[src/rtl/ahbl_pkg.sv]
// Shared AHB-Lite encodings and the address/control record that the
// two-master arbiter holds, presents and forwards.
package ahbl_pkg;

  typedef enum logic [1:0] {
    HTRANS_IDLE   = 2'b00,
    HTRANS_BUSY   = 2'b01,
    HTRANS_NONSEQ = 2'b10,
    HTRANS_SEQ    = 2'b11
  } htrans_e;

  typedef enum logic {
    HRESP_OKAY  = 1'b0,
    HRESP_ERROR = 1'b1
  } hresp_e;

  typedef struct packed {
    logic [31:0] haddr;
    logic [1:0]  htrans;
    logic [2:0]  hsize;
    logic [2:0]  hburst;
    logic [3:0]  hprot;
    logic        hwrite;
    logic        hmastlock;
  } ahb_ctrl_t;

  // True when the presented transfer forbids rearbitration (burst beat or lock).
  function automatic logic ctrl_holds_bus(input ahb_ctrl_t c);
    return c.hmastlock || (c.htrans == HTRANS_BUSY) || (c.htrans == HTRANS_SEQ);
  endfunction

endpackage

[src/rtl/ahbl_hold_stage.sv]
// Per-master holding register: parks an address phase that lost arbitration
// and presents it (instead of the live master signals) until it is issued.
module ahbl_hold_stage
  import ahbl_pkg::*;
(
  input  logic      clk,
  input  logic      rst,
  input  ahb_ctrl_t live,
  input  logic      sel_me,
  input  logic      bus_ready,
  input  logic      master_ready,
  output logic      hvalid,
  output ahb_ctrl_t presented,
  output logic      req
);

  ahb_ctrl_t hold;
  logic      capture;
  logic      clear;

  assign capture = !sel_me && live.htrans[1] && master_ready && !hvalid;
  assign clear   = bus_ready && sel_me;

  always_ff @(posedge clk or posedge rst) begin
    if (rst) begin
      hvalid <= 1'b0;
      hold   <= '0;
    end else if (clear) begin
      hvalid <= 1'b0;
    end else if (capture) begin
      hvalid <= 1'b1;
      hold   <= live;
    end
  end

  assign presented = hvalid ? hold : live;
  assign req       = hvalid | live.htrans[1];

endmodule

[src/rtl/ahbl_arb2.sv]
// Two-master AHB-Lite arbiter with round-robin on contention, zero added
// latency for an uncontested master, and no switching inside bursts or locks.
module ahbl_arb2
  import ahbl_pkg::*;
#(
  parameter int unsigned DEFAULT_MASTER = 0
) (
  input  logic        HCLK,
  input  logic        HRESET,

  input  logic [31:0] M0_HADDR,
  input  logic [1:0]  M0_HTRANS,
  input  logic [2:0]  M0_HSIZE,
  input  logic [2:0]  M0_HBURST,
  input  logic [3:0]  M0_HPROT,
  input  logic        M0_HWRITE,
  input  logic        M0_HMASTLOCK,
  input  logic [31:0] M0_HWDATA,
  output logic [31:0] M0_HRDATA,
  output logic        M0_HREADY,
  output logic        M0_HRESP,

  input  logic [31:0] M1_HADDR,
  input  logic [1:0]  M1_HTRANS,
  input  logic [2:0]  M1_HSIZE,
  input  logic [2:0]  M1_HBURST,
  input  logic [3:0]  M1_HPROT,
  input  logic        M1_HWRITE,
  input  logic        M1_HMASTLOCK,
  input  logic [31:0] M1_HWDATA,
  output logic [31:0] M1_HRDATA,
  output logic        M1_HREADY,
  output logic        M1_HRESP,

  output logic [31:0] S_HADDR,
  output logic [1:0]  S_HTRANS,
  output logic [2:0]  S_HSIZE,
  output logic [2:0]  S_HBURST,
  output logic [3:0]  S_HPROT,
  output logic        S_HWRITE,
  output logic        S_HMASTLOCK,
  output logic [31:0] S_HWDATA,
  input  logic [31:0] S_HRDATA,
  input  logic        S_HREADY,
  input  logic        S_HRESP
);

  localparam logic DEF_M = (DEFAULT_MASTER != 0);

  logic      owner, downer, dvalid, last_win;
  logic      sel, req_sel, held_arb;
  logic      req0, req1, hvalid0, hvalid1;
  ahb_ctrl_t live0, live1, pres0, pres1, pres_owner, pres_sel;

  assign live0 = '{haddr: M0_HADDR, htrans: M0_HTRANS, hsize: M0_HSIZE,
                   hburst: M0_HBURST, hprot: M0_HPROT, hwrite: M0_HWRITE,
                   hmastlock: M0_HMASTLOCK};
  assign live1 = '{haddr: M1_HADDR, htrans: M1_HTRANS, hsize: M1_HSIZE,
                   hburst: M1_HBURST, hprot: M1_HPROT, hwrite: M1_HWRITE,
                   hmastlock: M1_HMASTLOCK};

  ahbl_hold_stage u_hold0 (
    .clk          (HCLK),
    .rst          (HRESET),
    .live         (live0),
    .sel_me       (!sel),
    .bus_ready    (S_HREADY),
    .master_ready (M0_HREADY),
    .hvalid       (hvalid0),
    .presented    (pres0),
    .req          (req0)
  );

  ahbl_hold_stage u_hold1 (
    .clk          (HCLK),
    .rst          (HRESET),
    .live         (live1),
    .sel_me       (sel),
    .bus_ready    (S_HREADY),
    .master_ready (M1_HREADY),
    .hvalid       (hvalid1),
    .presented    (pres1),
    .req          (req1)
  );

  assign pres_owner = owner ? pres1 : pres0;
  assign held_arb   = ctrl_holds_bus(pres_owner);

  always_comb begin
    sel = owner;
    if (S_HREADY && !held_arb) begin
      if (req0 && req1) sel = ~last_win;
      else if (req0)    sel = 1'b0;
      else if (req1)    sel = 1'b1;
    end
  end

  always_ff @(posedge HCLK or posedge HRESET) begin
    if (HRESET) begin
      owner    <= DEF_M;
      downer   <= DEF_M;
      dvalid   <= 1'b0;
      last_win <= ~DEF_M;
    end else if (S_HREADY) begin
      owner  <= sel;
      downer <= sel;
      dvalid <= S_HTRANS[1];
      if (req0 && req1 && !held_arb) last_win <= sel;
    end
  end

  assign pres_sel = sel ? pres1 : pres0;
  assign req_sel  = sel ? req1  : req0;

  // Reset gates the bus combinationally so it idles the moment HRESET rises.
  assign S_HTRANS    = (req_sel && !HRESET) ? pres_sel.htrans : HTRANS_IDLE;
  assign S_HADDR     = pres_sel.haddr;
  assign S_HSIZE     = pres_sel.hsize;
  assign S_HBURST    = pres_sel.hburst;
  assign S_HPROT     = pres_sel.hprot;
  assign S_HWRITE    = pres_sel.hwrite;
  assign S_HMASTLOCK = pres_sel.hmastlock;
  assign S_HWDATA    = downer ? M1_HWDATA : M0_HWDATA;

  assign M0_HRDATA = S_HRDATA;
  assign M1_HRDATA = S_HRDATA;

  assign M0_HREADY = (dvalid && !downer) ? S_HREADY : !hvalid0;
  assign M1_HREADY = (dvalid &&  downer) ? S_HREADY : !hvalid1;
  assign M0_HRESP  = (dvalid && !downer) ? S_HRESP  : HRESP_OKAY;
  assign M1_HRESP  = (dvalid &&  downer) ? S_HRESP  : HRESP_OKAY;

endmodule

[config.mk]
export PLATFORM = sky130hd
export DESIGN_NAME = ahbl_arb2
export DESIGN_NICKNAME = d
export VERILOG_FILES = /design/src/rtl/ahbl_pkg.sv /design/src/rtl/ahbl_hold_stage.sv /design/src/rtl/ahbl_arb2.sv
export SDC_FILE = /design/constraint.sdc
export NUM_CORES = 1
export LEC_CHECK = 0
export ABC_CLOCK_PERIOD_IN_PS = 3030
export CAP_MARGIN = 20
export CORE_ASPECT_RATIO = 0.75
export CORE_MARGIN = 8
export CORE_UTILIZATION = 36
export CTS_BUF_LIST = sky130_fd_sc_hd__clkbuf_4 sky130_fd_sc_hd__clkbuf_8
export DETAILED_ROUTE_END_ITERATION = 12
export GPL_TIMING_DRIVEN = 0
export PLACE_DENSITY = 0.85
export SYNTH_ARGS = -nofsm -noshare
export SYNTH_HDL_FRONTEND = slang
export SYNTH_SLANG_ARGS = --single-unit
[constraint.sdc]
create_clock -name HCLK -period 3.03 [get_ports HCLK]
set_input_delay 0.606 -clock HCLK [delete_from_list [all_inputs] [get_ports HCLK]]
set_output_delay 0.606 -clock HCLK [all_outputs]
set_load 0.02 [all_outputs]
==> results.cfg <==
[timing]
clock_skew_ns = 0.0102
rsz0062_at_grt = false
min_period_over_period_pct = 97.7
fmax_mhz = 338
worst_pin_slew_ns = 0.820
drv_slew = 0
setup_viol = 0
relSlewSlack_pct = 45.4
finalWorstPathRequiredPeriod_ns = 2.96
setup_tns_ns = 0
hold_viol = 0

[floorplan]
initial_utilization_pct = 36.4
core_mm2 = 0.0167
io_pins = 338
die_width_um = 166
core.rowCount = 41
dieArea_mm2 = 0.0213
die_y_um = 128

[run_status]
status = finished clean

[clocking]
cts_max_level = 3
numClockSinks = 97
clk_pin_slew_ns = 0.10
clockRootBuffer = clkbuf_8
cts_tree = built
tritoncts.num_buffers = 9
hold_buffers = 0
worstSkewPairLatency_ns = 0.38
clockBufferDepth = 2

[detailed_routing]
drt_iter0_drc = 212
ant_nets = 0
drc = 0
first_pass_iters = 4
vias = 5384
finalWirelength_mm = 21.0
viasPerCell = 4.92
wl_per_cell_um = 19.2

[global_route]
grt.total_usage_pct = 19.3
grt_max_degree = 42
grt_pass1_wl_mm = 32.6
antenna_found_initial = 2
grt.overflow.total = 0
first_global_vias = 5792

[cells_and_area]
fillers = 1446
drive_gt1_share_pct = 30.8
nets = 1067
areaGrowthSynthToFinish_pct = 60.1

[logic_synthesis]
yosysWarnings = 0
synth-async-reset-ratio_pct = 100
ys_ff_latch = 97
yosysSeqAreaShare_pct = 40.1
syn_inst = 547
synth_most_common_cell = dfrtp_1
yosys.area.top_type = dfrtp_1
synthDominantCellAreaShare_pct = 39.6
syn-cell-area_mm2 = 0.00606
synth.avg_cell_area_um2 = 11.1
synth_ff_type = dfrtp_1
ys_types = 34
synth_area_leaders = dfrtp_1 40%, mux2_2 15%, buf_4 8.4%, mux2_1 7.6%, mux2i_1 7.4%
synth_edf_count = 0
synth_fp_nets = 739
yosys-top-cells-count = 96 x dfrtp_1, 81 x mux2_2, 68 x buf_4

[setup_path]
worst-path-max-fanout = 10
rrSetupSlack_ns = 0.35
critPathArrivalTime_ns = 2.35
criticalPathCategory = primary input to primary output
cp-start-kind = primary input
crit_required_ns = 2.42
critPathCaptureType = primary output

[power_and_ir_drop]
irDropWorstVdd_uv = 542
p_clk_share_pct = 10.7
power_w = 0.00803
seq_power_share_pct = 28.5
switchingPower_w = 0.00337
power.leakage_nw = 3.97
swShare_pct = 42.0
power_frac_comb_pct = 60.9
p_int_w = 0.00466
pwr_density_cell_mw_per_mm2 = 827

[place]
io_buffers = 304
post-dp-hpwl_mm = 16.5
gp_congestion = 0.798

[hold_path]
hold_class = register to register

[flow_run]
drv_cap = 0
-- cell type report --
cell class | instances | area [um^2] | share of cell area (%)
clock inverter | 5 | 57.6 | 0.593
multi-input combinational | 341 | 3010 | 31.0
buffer | 104 | 837 | 8.62
tap | 215 | 269 | 2.77
clock buffer | 10 | 131 | 1.35
inverter | 5 | 22.5 | 0.232
antenna | 1 | 2.50 | 0.0258
sequential | 97 | 2430 | 25.0
timing repair buffer | 317 | 2950 | 30.4
-- what timing repair did --
| action | in CTS | in global routing |
|---|---|---|
| cloned | 0 | 0 |
| endpoints found under the setup margin | 75 | 17 |
| setup buffers | 7 | 4 |
| pin swaps | 6 | 6 |
| resized for setup | 259 | 15 |
-- state kept, by name, indices dropped and copies added (netlist names) --
signal          count
u_hold0.hold       46
u_hold1.hold       46
downer              1
dvalid              1
last_win            1
u_hold0.hvalid      1
u_hold1.hvalid      1
-- placed cells by master (no fill, tap or decap), drive strengths merged, types with 2 or more instances in the layout --
master and instances:
dfrtp 96, clkinvlp 4, clkbuf 30, clkdlybuf4s50 252, nor2 8, dlygate4sd2 5
a31o 2, o31ai 2, nand2 5, a21oi 49, nor3 4, inv 4
nor2b 45, mux2 122, buf 144, mux2i 45, a211oi 45
-- cell families after synthesis --
family | after synthesis | share of synthesized area (%)
compound gates | 107 | 11.7
xor+xnor | 1 | 0.145
buf+inv | 109 | 11.5
flops | 97 | 40.1
mux | 167 | 30.1
simple gates | 66 | 6.44
-- worst paths after layout --
check / startpoint / endpoint / cells after the start
min reg2reg: u_hold0.hold[13]$_DFFE_PP0P_ / u_hold0.hold[13]$_DFFE_PP0P_ / 2
min in group asynchronous: HRESET / u_hold0.hold[4]$_DFFE_PP0P_ / 2
max in group asynchronous: HRESET / last_win$_DFFE_PP1P_ / 3
min: u_hold0.hold[13]$_DFFE_PP0P_ / u_hold0.hold[13]$_DFFE_PP0P_ / 2
max reg2reg: u_hold0.hold[12]$_DFFE_PP0P_ / u_hold1.hold[25]$_DFFE_PP0P_ / 8
max: M0_HMASTLOCK / S_HADDR[25] / 9
-- layer usage --
layer	GRT usage [%]	wire, um	share of wire (%)
met1	23.6	8990	43
met2	32.3	10100	48
met3	6.79	1650	7.9
met4	4.69	257	1.2
met5	0	13	0.062
-- worst max-delay path, stage by stage --
cell and delay [ns]:
dlygate4sd2_1 0.28, nor3_4 0.23, o311a_1 0.24, a32oi_4 0.12
buf_12 0.17, clkbuf_8 0.16, a211oi_1 0.29, a21oi_1 0.08
buf_2 0.17
-- stage by stage --
step / util, % / cells / worst slack (ns) / hold WS (ns) / instance area, um^2
finish: 58.2 / 1095 / 0.0702 / 0.488 / 9710
CTS: 57.9 / 1090 / 0.00594 / 0.493 / 9650
floorplan: - / 547 / 0.232 / 0.414 / 6060
detailed placement: 56.5 / 1068 / -1.15 / 0.471 / 9420
global placement: 56.2 / 1066 / -1.13 / 0.467 / 9380
global route: 58.2 / 1095 / 0.00332 / 0.507 / 9710
-- power groups by stage --
stage	clock network (W)	logic, W	registers, W
2_1_floorplan	0	0.00298	0.00221
3_3_place_gp	0	0.00486	0.00226
3_5_place_dp	0	0.00493	0.00230
4_1_cts	0.000892	0.00489	0.00228
5_1_grt	0.000936	0.00525	0.00237
6_report	0.000858	0.00488	0.00228
No activity file was read; power rests on OpenSTA's default activity.
